File: config.mk
export PLATFORM = sky130hd
export DESIGN_NAME = stream_concat_flat
export DESIGN_NICKNAME = d
export VERILOG_FILES = /design/src/rtl/stream_concat_if.sv /design/src/rtl/stream_concat.sv /design/src/flat_wrapper.sv
export SDC_FILE = /design/constraint.sdc
export NUM_CORES = 1
export LEC_CHECK = 0
export ABC_AREA = 1
export BUFFER_PORTS_ARGS = -buffer_cell sky130_fd_sc_hd__buf_2
export CORE_MARGIN = 3
export CORE_UTILIZATION = 40
export DETAILED_ROUTE_END_ITERATION = 10
export PLACE_DENSITY_LB_ADDON = 0.05
export RECOVER_POWER = 100
export SETUP_SLACK_MARGIN = 0.05
export SYNTH_ARGS = -nofsm -noshare
export SYNTH_HDL_FRONTEND = slang
export SYNTH_SLANG_ARGS = --single-unit
File: constraint.sdc
create_clock -name clk -period 1.6 [get_ports clk]
set_input_delay 0.32 -clock clk [delete_from_list [all_inputs] [get_ports clk]]
set_output_delay 0.32 -clock clk [all_outputs]
set_load 0.05 [all_outputs]
File: src/rtl/stream_concat_if.sv
// ---------------------------------------------------------------------------
// stream_concat_if
//
// Bundles the handshake and data signals of the stream_concat lane joiner.
//
//   in_data    NUM_LANES*LANE_W  lane i in bits [i*LANE_W +: LANE_W]
//   in_valid   NUM_LANES         per-lane valid
//   in_ready   NUM_LANES         per-lane ready
//   lane_mask  NUM_LANES         1 = lane zero-filled, never waited on
//   out_data   NUM_LANES*LANE_W  joined word, lane 0 in the LSBs
//   out_valid  1                 joined word valid
//   out_ready  1                 downstream ready
//   out_count  16                words emitted, wraps 0xFFFF -> 0
//
// Modports:
//   master  the surroundings (lane sources plus the wide-bus sink)
//   slave   the stream_concat block itself
// ---------------------------------------------------------------------------
`timescale 1ns/1ps

interface stream_concat_if #(
    parameter int NUM_LANES = 2,
    parameter int LANE_W    = 8
);
    localparam int OUT_W = NUM_LANES * LANE_W;

    logic [OUT_W-1:0]     in_data;
    logic [NUM_LANES-1:0] in_valid;
    logic [NUM_LANES-1:0] in_ready;
    logic [NUM_LANES-1:0] lane_mask;
    logic [OUT_W-1:0]     out_data;
    logic                 out_valid;
    logic                 out_ready;
    logic [15:0]          out_count;

    // Upstream lanes and the downstream consumer, seen from outside the block
    modport master (
        output in_data,
        output in_valid,
        output lane_mask,
        output out_ready,
        input  in_ready,
        input  out_data,
        input  out_valid,
        input  out_count
    );

    // The joiner itself
    modport slave (
        input  in_data,
        input  in_valid,
        input  lane_mask,
        input  out_ready,
        output in_ready,
        output out_data,
        output out_valid,
        output out_count
    );
endinterface

File: src/rtl/stream_concat.sv
// ---------------------------------------------------------------------------
// stream_concat
//
// Joins NUM_LANES independent valid/ready lanes of LANE_W bits into a single
// wide word (lane 0 in the LSBs). Every lane owns a holding register, so
// lanes may arrive in any order and on different cycles. A word is emitted
// once every unmasked lane holds data; masked lanes are zero-filled and
// never waited on. An all-masked lane set never emits anything.
//
// Ports:
//   clk    sole clock
//   rst_n  asynchronous active-low reset
//   bus    stream_concat_if.slave: in_data/in_valid/in_ready/lane_mask on
//          the lane side, out_data/out_valid/out_ready/out_count on the
//          wide side
//
// Parameters:
//   NUM_LANES  number of lanes, 2..8
//   LANE_W     bits per lane, 1..32
//
// Build option:
//   STREAM_CONCAT_SKID_EN  when defined the output stage is a 2-entry skid
//                          buffer and out_ready no longer reaches in_ready
//                          combinationally. Undefined: one output register,
//                          with a combinational out_ready -> in_ready path.
// ---------------------------------------------------------------------------
`timescale 1ns/1ps

module stream_concat #(
    parameter int NUM_LANES = 2,
    parameter int LANE_W    = 8
) (
    input logic           clk,
    input logic           rst_n,
    stream_concat_if.slave bus
);
    localparam int OUT_W = NUM_LANES * LANE_W;

    logic [LANE_W-1:0]    hold_data [NUM_LANES];
    logic [NUM_LANES-1:0] hold_full;
    logic [NUM_LANES-1:0] in_ready_c;
    logic [NUM_LANES-1:0] accept;
    logic                 all_present;
    logic                 out_space;
    logic                 fire;
    logic [OUT_W-1:0]     join_word;
    logic [15:0]          out_count_q;

    // A word is ready to leave when every lane is either held or masked, but
    // a fully masked set is excluded so it cannot spin out zero words. The
    // word only leaves when the output stage has room for it.
    always_comb begin
        all_present = (&(hold_full | bus.lane_mask)) & ~(&bus.lane_mask);
        fire        = all_present & out_space;
    end

    // A lane is ready when its holding register is empty or is being drained
    // on this very edge, which lets a full lane refill back-to-back. Masked
    // lanes always accept so upstream never stalls on them; their data is
    // dropped.
    always_comb begin
        in_ready_c = '0;
        accept     = '0;
        for (int i = 0; i < NUM_LANES; i++) begin
            in_ready_c[i] = bus.lane_mask[i] | ~hold_full[i] | fire;
            accept[i]     = bus.in_valid[i] & in_ready_c[i] & ~bus.lane_mask[i];
        end
    end

    assign bus.in_ready = in_ready_c;

    // Assemble the outgoing word from the holding registers, forcing masked
    // lanes to zero rather than leaking whatever they last held.
    always_comb begin
        join_word = '0;
        for (int i = 0; i < NUM_LANES; i++) begin
            if (!bus.lane_mask[i]) begin
                join_word[i*LANE_W +: LANE_W] = hold_data[i];
            end
        end
    end

    // Per-lane holding registers. Masking wins over everything: it empties
    // the lane (discarding held data) and keeps it empty, so unmasking
    // later starts from a clean lane. A new beat taking the lane on the same
    // edge as a drain leaves it full with the new data.
    always_ff @(posedge clk or negedge rst_n) begin
        if (!rst_n) begin
            hold_full <= '0;
            for (int i = 0; i < NUM_LANES; i++) begin
                hold_data[i] <= '0;
            end
        end else begin
            for (int i = 0; i < NUM_LANES; i++) begin
                if (bus.lane_mask[i]) begin
                    hold_full[i] <= 1'b0;
                end else if (accept[i]) begin
                    hold_full[i] <= 1'b1;
                    hold_data[i] <= bus.in_data[i*LANE_W +: LANE_W];
                end else if (fire) begin
                    hold_full[i] <= 1'b0;
                end
            end
        end
    end

    // Words-emitted counter; rolls over from 0xFFFF to 0 without any flag.
    always_ff @(posedge clk or negedge rst_n) begin
        if (!rst_n) begin
            out_count_q <= '0;
        end else if (fire) begin
            out_count_q <= out_count_q + 16'd1;
        end
    end

    assign bus.out_count = out_count_q;

`ifdef STREAM_CONCAT_SKID_EN
    logic [OUT_W-1:0] skid_mem [2];
    logic             wr_ptr;
    logic             rd_ptr;
    logic [1:0]       skid_cnt;
    logic             push;
    logic             pop;

    // Room is judged from the registered occupancy only, which is what
    // breaks the out_ready -> in_ready path. With one word in flight and the
    // consumer draining every cycle the count stays at 1, so throughput is
    // still one word per clock.
    always_comb begin
        out_space = (skid_cnt != 2'd2);
        push      = fire;
        pop       = (skid_cnt != 2'd0) & bus.out_ready;
    end

    // Two-entry circular buffer. The head entry is never the write target
    // while it is valid, so out_data stays stable until it is taken.
    always_ff @(posedge clk or negedge rst_n) begin
        if (!rst_n) begin
            skid_mem[0] <= '0;
            skid_mem[1] <= '0;
            wr_ptr      <= 1'b0;
            rd_ptr      <= 1'b0;
            skid_cnt    <= 2'd0;
        end else begin
            if (push) begin
                skid_mem[wr_ptr] <= join_word;
                wr_ptr           <= ~wr_ptr;
            end
            if (pop) begin
                rd_ptr <= ~rd_ptr;
            end
            case ({push, pop})
                2'b10:   skid_cnt <= skid_cnt + 2'd1;
                2'b01:   skid_cnt <= skid_cnt - 2'd1;
                default: skid_cnt <= skid_cnt;
            endcase
        end
    end

    assign bus.out_data  = skid_mem[rd_ptr];
    assign bus.out_valid = (skid_cnt != 2'd0);
`else
    logic [OUT_W-1:0] out_data_q;
    logic             out_valid_q;

    // The single output register has room when empty or when its word is
    // being taken this cycle; this is the combinational path from out_ready
    // back to the lanes' in_ready.
    always_comb begin
        out_space = ~out_valid_q | bus.out_ready;
    end

    // Output register. A new word overwrites a word that is drained on the
    // same edge, keeping out_valid high; otherwise valid only falls after
    // the consumer has taken the word.
    always_ff @(posedge clk or negedge rst_n) begin
        if (!rst_n) begin
            out_data_q  <= '0;
            out_valid_q <= 1'b0;
        end else if (fire) begin
            out_data_q  <= join_word;
            out_valid_q <= 1'b1;
        end else if (bus.out_ready) begin
            out_valid_q <= 1'b0;
        end
    end

    assign bus.out_data  = out_data_q;
    assign bus.out_valid = out_valid_q;
`endif

endmodule

File: src/flat_wrapper.sv
// flat-port wrapper written by rule: the top's interface ports become plain ports
module stream_concat_flat 
#(
    parameter int NUM_LANES = 2,
    parameter int LANE_W    = 8
)
  (clk, rst_n, bus_in_data, bus_in_valid, bus_lane_mask, bus_out_ready, bus_in_ready, bus_out_data, bus_out_valid, bus_out_count);
  stream_concat_if #(.NUM_LANES(NUM_LANES), .LANE_W(LANE_W)) bus_i ();
  input logic clk;
  input logic rst_n;
  input wire logic [$bits(bus_i.in_data)-1:0] bus_in_data;
  input wire logic [$bits(bus_i.in_valid)-1:0] bus_in_valid;
  input wire logic [$bits(bus_i.lane_mask)-1:0] bus_lane_mask;
  input wire logic [$bits(bus_i.out_ready)-1:0] bus_out_ready;
  output wire logic [$bits(bus_i.in_ready)-1:0] bus_in_ready;
  output wire logic [$bits(bus_i.out_data)-1:0] bus_out_data;
  output wire logic [$bits(bus_i.out_valid)-1:0] bus_out_valid;
  output wire logic [$bits(bus_i.out_count)-1:0] bus_out_count;
  assign bus_i.in_data = bus_in_data;
  assign bus_i.in_valid = bus_in_valid;
  assign bus_i.lane_mask = bus_lane_mask;
  assign bus_i.out_ready = bus_out_ready;
  assign bus_in_ready = bus_i.in_ready;
  assign bus_out_data = bus_i.out_data;
  assign bus_out_valid = bus_i.out_valid;
  assign bus_out_count = bus_i.out_count;
  stream_concat #(.NUM_LANES(NUM_LANES), .LANE_W(LANE_W)) u_core (.clk(clk), .rst_n(rst_n), .bus(bus_i));
endmodule
**After elaboration in Yosys (flattened, before gate mapping)**

Index checks and enable logic that the tools add are counted.

- Flip-flop bits (word level): 51
- Bits of input ports: 23
- Output and inout port bits: 35
- Word-level logic and storage cells: 42

- $add $sub $neg: 1
- Muxes and demuxes: 9
- Bitwise gates (word level): 18
- Reduce and logical (&&, ||, !) cells: 7

Operators by type and width:

| cell | count |
|---|---|
| $add A16 B1 Y16 const B | 1 |
| $mux W8 | 2 |
| $reduce_and A2 Y1 | 4 |
| $mux W1 | 7 |
| $and A1 B1 Y1 | 6 |
| $not A1 Y1 | 6 |
| $reduce_bool A3 Y1 | 2 |
| $or A1 B1 Y1 | 5 |
| $or A2 B2 Y2 | 1 |
| $reduce_bool A2 Y1 | 1 |

**Logic depth before layout (Yosys ltp)**

- Depth after elaboration: 9
- Gate-level depth with buffers: 9
- Gate-level depth less buffers: 8

**Least setup slack after synthesis**

OpenSTA, ideal clock, no wires.

- Path kind: register -> output
- Start point: reg u_core.out_valid_q, in the netlist u_core.bus.out_valid
- End point: out bus_in_ready[1]
- Arrival time: 1.503 ns
- Data required time: 1.280 ns
- Setup slack: -0.223 ns
- Stages on the path, launching flop included: 5
- Path buffers: 1
- Cells stage by stage: dfrtp_1 nand2_1 nand3_2 buf_2 nand3_1

- Cells in the longest elaborated chain, start to end: 4

Ends and longest elaborated chain:

| what | RTL line | text |
|---|---|---|
| start, declared | stream_concat.sv:165 | `logic out_valid_q;` |
| start signal, assigned | stream_concat.sv:180 | `out_valid_q <= 1'b0;` |
| start signal, assigned | stream_concat.sv:183 | `out_valid_q <= 1'b1;` |
| start signal, assigned | stream_concat.sv:185 | `out_valid_q <= 1'b0;` |
| $not A1 Y1 | stream_concat.sv:171 | `out_space = ~out_valid_q \| bus.out_ready;` |
| $or A1 B1 Y1 | stream_concat.sv:171 |  |
| $and A1 B1 Y1 | stream_concat.sv:54 | `fire = all_present & out_space;` |
| $or A1 B1 Y1 | stream_concat.sv:65 | `in_ready_c[i] = bus.lane_mask[i] \| ~hold_full[i] \| fire;` |
| end, declared | flat_wrapper.sv:15 | `output wire logic [$bits(bus_i.in_ready)-1:0] bus_in_ready;` |

No other way between the ends.

**Worst setup path after layout**

- Start point: reg u_core.hold_full[1]
- End point: out bus_in_ready[1]

- Cells in the longest elaborated chain, start to end: 5
- Elaborated cells on any way between the ends: 7
- Classes of those cells: 6 x bitwise; 1 x reduce/logical

Ends and longest elaborated chain:

| what | RTL line | text |
|---|---|---|
| start, declared | stream_concat.sv:40 | `logic [NUM_LANES-1:0] hold_full;` |
| start signal, assigned | stream_concat.sv:89 | `hold_full <= '0;` |
| start signal, assigned by index | stream_concat.sv:96 | `hold_full[i] <= 1'b0;` |
| start signal, assigned by index | stream_concat.sv:98 | `hold_full[i] <= 1'b1;` |
| $or A2 B2 Y2 | stream_concat.sv:53 | `all_present = (&(hold_full \| bus.lane_mask)) & ~(&bus.lane_mask);` |
| $reduce_and A2 Y1 | stream_concat.sv:53 |  |
| $and A1 B1 Y1 | stream_concat.sv:53 |  |
| $and A1 B1 Y1 | stream_concat.sv:54 |  |
| $or A1 B1 Y1 (*) | stream_concat.sv:65 |  |

Mark *: on every way between the ends. The rest lies on a longest branch, timed or not.

==> key figures <==
Run
  – Max-cap viol count: 0

GRT
  – Wire length of the first global-routing pass: 8.155 mm
  – GRT overflow: 0
  – Largest net degree at the start of global routing: 40
  – Initial antenna violation count: 0
  – Vias in the first global route: roughly 1,800
  – Gr usage total: 0.1591

STA
  – Fin crit share: 1.006
  – Worst slew pin tran: 696.6 ps
  – Final setup viols: 2
  – Rel. slew slack: 0.5356
  – Fmax: just over 600 MHz
  – Crit path time final: 1610 ps
  – Skew final: 3.008 ps
  – RSZ-0062 raised after global routing: true
  – Post-route setup slack: -10.26 ps
  – Final slew viol count: 0
  – Final hold viol count: 0

Yosys
  – Area share of the largest cell type after synthesis: 0.5626
  – Mapped cell area: 0.002268 mm^2
  – Syn Inst Count: 267
  – Synth top area cells: dfrtp_1 (56%), nand2_1 (19%), nand3_1 (5.3%)
  – Number of synthesized flops with an enable pin: 0
  – Post-synthesis cell type count: 21
  – Syn nets: 291
  – Post-synth top area cell: dfrtp_1
  – Synth Flop Type: dfrtp_1
  – Seq/Total Area, Yosys: 0.5626
  – Asr flop ratio synth: 1.000
  – Mean Syn Cell Area: 8.496 um^2
  – FF+latch count, synth: between 50 and 60
  – Synth warn: 0

Clock tree
  – CTS tree: built
  – Root buffer cell: clkbuf_8
  – Maximum clock path buffer count: 2
  – Clk pin slew, worst setup/hold paths: ~90 ps
  – Skew-Pair Late Insertion Delay: about 300 ps
  – Num CTS Buffers: 5
  – Num Clock Sinks: 51
  – Clock H-tree levels: 2

Cells and area
  – Commonest non-fill, non-tap cell in the layout: nand2_1
  – Fraction of final layout cells sized beyond drive strength 1: 0.2337
  – Layout net count: ~360
  – Area added between synthesis and finish: 23.33%
  – Post-layout instance area: 0.002798 mm^2
  – Commonest non-fill, non-tap cells in the layout: nand2_1 (112), dfrtp_1 (48), clkbuf_2 (26), nand3_1 (23), buf_2 (22)
  – Final core occ: 0.5276
  – Ant diodes: 0

Power and ir drop
  – Lkg Pwr: 1.502 nW
  – Worst vdd ir: between 700 and 800 uV
  – Power density cells: 1300 mW/mm^2

Critical path
  – R2R depth: 8
  – Crit. End Element: primary output
  – Type of origin of the critical path: register
  – Max FO, Critical Path: 3
  – CP Data Arrival Time: around 1300 ps
  – Critical path class: reg -> out
  – Critical R2R Launch: u_core.bus.out_valid
  – Worst setup endpoint: bus_in_ready[1]
  – Critical path launch point: u_core.hold_full[1]
  – R2r setup slk: 80 ps
  – RR Endpoint: u_core.bus.out_count[15]
  – Critical Path RT: 1280 ps

Route
  – Routed wire length: 4.718 mm
  – Post-route ant nets: 0
  – DRC: 0
  – Vias per cell: 4.571
  – Routed WL per cell: 11.56 um
  – DR iter-0 viols: 64
  – Drt pass-1 iters: 4
  – DR vias: ~1,900

Place
  – DP HPWL: between 3 and 4 mm
  – Placed instance area: between 0.002 and 0.003 mm^2
  – GP Congestion: 0.8576
  – Port Buf Inserts: 57

Run status
  – Violated checks: setup timing
  – Outcome: finished, violations left

Floorplan
  – Core ar.: roughly 0.0053 mm^2
  – Initial core utilization: 0.4278
  – Rows: 26
  – Die area: 0.006611 mm^2
  – Die Y: 81.31 um
  – Die Wd: 81.31 um
  – Num ports: 58

Min path
  – Worst min-delay path class: in -> reg
  – Worst Hold Depth: 3
[metal layers]
layer,vias up,part of all wire,global-route usage
met4,0,0.012,0.05068
met1,840,0.49,0.2092
met5,-,0,0
met3,5,0.048,0.03769
li1,975,-,-
met2,45,0.45,0.2581
[worst min-delay path by stage]
stage                               from                 endpoint
after floorplan                    rst_n  u_core.bus.out_count[0]
after global routing      bus_in_data[2]     u_core.hold_data[10]
after CTS                 bus_in_data[2]     u_core.hold_data[10]
after global placement             rst_n  u_core.bus.out_count[3]
final                     bus_in_data[9]      u_core.hold_data[1]
after detailed placement           rst_n  u_core.bus.out_count[3]
[timing repair]
item                                   in CTS  in global routing
setup buffers                               2                  0
hold buffers                                1                  0
pin swaps                                   2                  1
setup endpoints to repair                   2                 33
endpoints found under the hold margin      12                  0
gates resized for setup                     9                  2
[flip-flops by register name, indices dropped and copies added, names as in the netlist]
| name | cells |
|---|---|
| u_core.bus.out_count | 16 |
| u_core.hold_data | 16 |
| u_core.bus.out_data | 16 |
| u_core.bus.out_valid | 1 |
| u_core.hold_full | 2 |
[where the power goes]
| part | internal [W] | leakage, nW | switching [W] |
|---|---|---|---|
| sequential | 0.00153 | 0.659 | 0.000177 |
| combinational | 0.000304 | 0.795 | 0.000912 |
| clock | 0.000300 | 0.0477 | 0.000414 |
[cell type report]
| type | count | area, um^2 |
|---|---|---|
| clock buffers | 5 | 68.82 |
| clock inverters | 3 | 15.01 |
| fillers | 537 | 2505 |
| inverters | 18 | 67.56 |
| multi-input cells | 192 | 882.1 |
| flip-flops and latches | 51 | 1280 |
| well taps | 70 | 87.58 |
| repair buffers | 69 | 396.6 |
[cell usage after synthesis (all sizes together), types with 2 or more instances]
| library cell | number |
|---|---|
| nand3 | 25 |
| xor2 | 8 |
| o21ai | 16 |
| nand4 | 3 |
| buf | 5 |
| dfrtp | 51 |
| nand2 | 114 |
| nor2 | 20 |
| nand3b | 2 |
| inv | 18 |
[stage by stage]
| step | TNS (ps) | cells | setup slack, ps | hold slack [ps] | total power, W |
|---|---|---|---|---|---|
| floorplan | 0 | 267 | 66.27 | 24.41 | 0.002615 |
| global placement | 0 | 397 | 97.48 | 235.9 | 0.002965 |
| detailed placement | 0 | 397 | 72.12 | 233.5 | 0.002966 |
| CTS | -62.88 | 408 | -33.53 | 234.0 | 0.003714 |
| global route | -265.1 | 408 | -63.61 | 240.9 | 0.003876 |
| finish | -12.05 | 408 | -10.26 | 239.1 | 0.003638 |
[worst max-delay path: stages (launching register included)]
cell and delay (ps):
dfrtp_1 400, or2_1 250, nand3_4 100, nand3_4 80
buf_8 160
[logic make-up after synthesis]
kind of cell,count (synthesis),share of synthesized area
AOI/OAI and AO/OA,16,0.03530
xor gates and xnor gates,9,0.03475
adders and majority gates,1,0.005515
buffers and inverters,24,0.05074
DFF,51,0.5626
and+or+nand+nor,166,0.3111
No activity file was read; power rests on OpenSTA's default activity.
